`config.mk`:
```
export PLATFORM = sky130hd
export DESIGN_NAME = fetch_stage
export DESIGN_NICKNAME = d
export VERILOG_FILES = /design/src/rtl/fetch_stage.sv
export SDC_FILE = /design/constraint.sdc
export NUM_CORES = 1
export LEC_CHECK = 0
export ABC_CLOCK_PERIOD_IN_PS = 9750
export CORE_MARGIN = 2
export CORE_UTILIZATION = 58
export CTS_BUF_LIST = sky130_fd_sc_hd__clkbuf_16
export DETAILED_ROUTE_END_ITERATION = 8
export PLACE_DENSITY = 0.92
export SYNTH_ARGS = -nofsm -noshare
export SYNTH_HDL_FRONTEND = slang
export SYNTH_SLANG_ARGS = --single-unit
```
`constraint.sdc`:
```
create_clock -name clk -period 9.75 [get_ports clk]
set_input_delay 2.4375 -clock clk [delete_from_list [all_inputs] [get_ports clk]]
set_output_delay 2.4375 -clock clk [all_outputs]
set_load 0.03 [all_outputs]
```
`src/rtl/fetch_stage.sv`:
```
// RV64 instruction fetch stage: owns the PC, issues word fetches to a one-cycle
// instruction memory, buffers returned words in a 2-entry FIFO and hands
// {inst, pc} to decode over a valid/ready handshake. Redirects from execute
// flush the FIFO and discard the wrong-path response.
module fetch_stage #(
    parameter int unsigned    XLEN     = 64,
    parameter int unsigned    ILEN     = 32,
    parameter logic [XLEN-1:0] RESET_PC = '0,
    parameter logic [ILEN-1:0] NOP_INST = 32'h00000013
) (
    input  logic            clk,
    input  logic            rst_n,
    output logic            imem_req,
    output logic [XLEN-1:0] imem_addr,
    input  logic [ILEN-1:0] imem_rdata,
    input  logic            redirect,
    input  logic [XLEN-1:0] redirect_pc,
    output logic            id_valid,
    input  logic            id_ready,
    output logic [ILEN-1:0] id_inst,
    output logic [XLEN-1:0] id_pc,
    output logic            fetch_fault
);

    logic [XLEN-1:0] pc_q, pc_d;
    logic [XLEN-1:0] req_pc_q, req_pc_d;
    logic            inflight_q, inflight_d;
    logic            fault_q, fault_d;

    logic [ILEN-1:0] fifo_inst_q [2];
    logic [ILEN-1:0] fifo_inst_d [2];
    logic [XLEN-1:0] fifo_pc_q [2];
    logic [XLEN-1:0] fifo_pc_d [2];
    logic            rd_ptr_q, rd_ptr_d;
    logic [1:0]      count_q, count_d;

    logic            pop;
    logic            push;
    logic            wr_ptr;
    logic [2:0]      credits;

    // Handshake, credit check and request generation. With a one-cycle memory
    // the only outstanding response always returns in the redirect cycle itself,
    // so redirect discards it directly (it blocks the push) rather than through
    // a kill flag carried into a later cycle. Gating with rst_n keeps imem_req
    // low for the whole reset interval.
    always_comb begin
        pop       = (count_q != 2'd0) && id_ready;
        push      = inflight_q && !redirect;
        wr_ptr    = rd_ptr_q ^ count_q[0];
        credits   = {2'b00, inflight_q} + {1'b0, count_q} - {2'b00, pop};
        imem_req  = rst_n && !fault_q && !redirect && (credits < 3'd2);
        imem_addr = pc_q;
    end

    // Decode-side outputs come straight from the FIFO head.
    always_comb begin
        id_valid    = (count_q != 2'd0);
        id_inst     = id_valid ? fifo_inst_q[rd_ptr_q] : NOP_INST;
        id_pc       = id_valid ? fifo_pc_q[rd_ptr_q] : '0;
        fetch_fault = fault_q;
    end

    // Next-state: redirect takes priority over push, pop and issue.
    always_comb begin
        pc_d        = pc_q;
        req_pc_d    = req_pc_q;
        inflight_d  = imem_req;
        fault_d     = fault_q;
        rd_ptr_d    = rd_ptr_q;
        count_d     = count_q;
        fifo_inst_d = fifo_inst_q;
        fifo_pc_d   = fifo_pc_q;

        if (redirect) begin
            pc_d    = redirect_pc;
            fault_d = (redirect_pc[1:0] != 2'b00);
            count_d = 2'd0;
        end else begin
            if (push) begin
                fifo_inst_d[wr_ptr] = imem_rdata;
                fifo_pc_d[wr_ptr]   = req_pc_q;
            end
            rd_ptr_d = rd_ptr_q ^ pop;
            count_d  = count_q + {1'b0, push} - {1'b0, pop};
            if (imem_req) begin
                pc_d     = pc_q + XLEN'(4);
                req_pc_d = pc_q;
            end
        end
    end

    // State registers with asynchronous active-low reset.
    always_ff @(posedge clk or negedge rst_n) begin
        if (!rst_n) begin
            pc_q       <= RESET_PC;
            req_pc_q   <= '0;
            inflight_q <= 1'b0;
            fault_q    <= 1'b0;
            rd_ptr_q   <= 1'b0;
            count_q    <= 2'd0;
            for (int i = 0; i < 2; i++) begin
                fifo_inst_q[i] <= NOP_INST;
                fifo_pc_q[i]   <= '0;
            end
        end else begin
            pc_q        <= pc_d;
            req_pc_q    <= req_pc_d;
            inflight_q  <= inflight_d;
            fault_q     <= fault_d;
            rd_ptr_q    <= rd_ptr_d;
            count_q     <= count_d;
            fifo_inst_q <= fifo_inst_d;
            fifo_pc_q   <= fifo_pc_d;
        end
    end

endmodule

```
==> impl_metrics.ini <==
[run_status]
status = complete, no violations

[sta]
fin_crit_sh_pct = 76.3
fmax_ghz = 0.134
fin_tns_setup_ns = 0
hold_violations = 0
maxSlewHeadroom_pct = 22.5
drv_slew = 0
clock_skew_ns = 0.0167
worst_slew_pin_slew_ns = 1.16
period_minus_slack_ns = 7.44
finalSetupViolCount = 0
worst_hold_slack_ns = 0.497
setup_ws_ns = 2.31
rsz0062_at_grt = false

[worst_setup_path]
cp-end-kind = output port
path_class = in2out
max_stage_delay_ns = 0.69
cp-start-kind = primary input
crit_required_ns = 7.31
critPathArrivalTime_ns = 5.00
critical_path_peak_fanout = 3
worstPathCellList = clkdlybuf4s50_1 > nand2_1 > nor2_1 > o21ai_0 > fa_1 > xnor2_1 > nand4_1 > clkinv_2 > clkdlybuf4s50_1
critPathBufInv = 3
crit_family = buffers and inverters
critPathMostFrequentCell = clkdlybuf4s50_1
cp_slowest_cell = clkdlybuf4s50_1

[routing]
drc = 0
num_vias = 11904
first_iter_violations = 1105
wirelength_mm = 40.8
avgViaCountPerCell = 6.00
dr.pass1.iters = 5
detail-route-antenna-nets = 0
wl_per_cell_um = 20.6

[clock_tree]
cts-hold-fix-buffers = 0
clock-root-buffer = clkbuf_16
post_cts_resized = 0
clkSinkCount = 325
cts_tree = yes
htreeDepth = 2
clock_latency_ns = 0.51
cts_buffers = 35
clk_pin_slew_ns = 0.06
cts.path.max_buffers = 3
post_cts_buffers = 0

[synthesis]
synth_edf_count = 0
netlist_instances = 1405
ys_ff_latch = 325
ys_warn_count = 0
synthFlopType = dfrtp_1
synthArstFlopShare_pct = 100
yosysUniqueCellTypes = 52
ys_seq_area_share_pct = 53.7
synthesis.area_sq_um = 15200
syn_nets = 1509
syn_avg_cell_area_sq_um = 10.8

[final_layout]
mostFrequentLayoutCells = dfrtp_1 (318), nand2_1 (271), clkdlybuf4s50_1 (260), mux2_2 (194), nor2_1 (130)
drive_above_1_share_pct = 16.8
final_common_cell = dfrtp_1
fin_cells = 1984
area_growth_syn_to_layout_pct = 25.5
fill_cells = 1685
diodes = 0
nNetsFinal = 1729

[pwr]
p_per_area_nw_per_um2 = 253
irDropWorstVdd_mv = 0.195
leakagePower_nw = 8.72

[placement]
port_buffers = 262
numPlacedInstances = 1923
dp_worst_setup_slack_ns = 2.32
gp_congestion = 0.861
hpwlAfterDp_mm = 26.4

[grt]
grt_pass1_wl_mm = 65.6
overflow = 0
grt_max_degree = 103
grt_usage_pct = 29.5
grt_pass1_vias = 12354
antenna_found_initial = 0

[die]
die_area_sq_um = 27400
pin_count = 263
die-height_um = 166
core-area_sq_um = 25800
die_w_um = 166
row_count = 59
initial_core_util_pct = 58.7

[hold_path]
hold_class = reg2reg

[run]
maxCapViolCount = 0
## logic make-up (layout without fill, tap and decap cells)
group           after synthesis  after routing  synth area share, %
buf+inv                     100            344                 2.58
xor+xnor                      7              7                0.405
mux                         295            295                 21.1
flops                       325            325                 53.7
fa+ha+maj                     4              4                0.380
simple gates                547            547                 16.2
compound gates              127            127                 5.68
## flip-flops by register name, summed over array words and instances (netlist names)
register,flops
count_q,2
fetch_fault,1
fifo_inst_q,64
fifo_pc_q,128
imem_addr,64
inflight_q,1
rd_ptr_q,1
req_pc_q,64
## stage by stage
step | util [%] | cell area (sq um) | total power [mW]
2_1_floorplan | - | 15200 | 3.06
3_3_place_gp | 69.5 | 18000 | 3.51
3_5_place_dp | 69.5 | 18000 | 3.61
4_1_cts | 73.6 | 19000 | 4.84
5_1_grt | 73.6 | 19000 | 5.06
6_report | 73.6 | 19000 | 4.82
## area by class of cell
class / instances / area (sq um) / area share, %
Inverter: 7 / 27.5 / 0.145
Sequential cell: 325 / 8140 / 42.8
Clock inverter: 24 / 126 / 0.664
Timing Repair Buffer: 276 / 2730 / 14.4
Tap cell: 335 / 419 / 2.20
Multi-Input combinational cell: 980 / 6650 / 35.0
Clock buffer: 37 / 926 / 4.87
## power breakdown
group	switching, mW	internal (mW)	total [mW]
registers	0.393	1.82	2.21
clock network	0.512	0.707	1.22
logic	0.705	0.684	1.39
total	1.61	3.21	4.82
## Yosys cell counts, drive strengths merged (14+ instances only)
library cell / count / area share, %
o311ai: 14 / 0.81
o211ai: 14 / 0.69
mux2i: 101 / 6.7
a21oi: 15 / 0.50
nand3: 32 / 1.1
dfrtp: 319 / 53
nand2: 271 / 6.7
nor2: 133 / 3.3
buf: 24 / 0.67
mux2: 194 / 14
nand4: 18 / 0.78
clkbuf: 69 / 1.7
o21ai: 40 / 1.3
## worst paths after layout
check                                  start              end  slack (ns)  cells past startpoint
worst max register to register    count_q[1]    imem_addr[38]        5.28                     15
max in group asynchronous              rst_n    imem_addr[26]        6.20                      2
worst max-delay path                id_ready         imem_req        2.31                      9
worst min-delay path            req_pc_q[31]     req_pc_q[31]        0.50                      2
min in group asynchronous              rst_n  fifo_inst_q[24]        1.97                      1
worst min register to register  req_pc_q[31]     req_pc_q[31]        0.50                      2
## per-layer routing
metal	track usage [%]	routed length, um	vias to the layer above
met2	48.2	19700	589
met3	6.93	3400	98
met5	0	0	-
li1	-	-	5321
met1	39.5	16500	5896
met4	9.22	1160	0
## worst min-delay path: cells and delay by family, from the launching register on
family	cells	cell delay, ns
flip-flops	1	0.35
AND/OR/NAND/NOR	2	0.12
(Power assumes the default switching activity.)
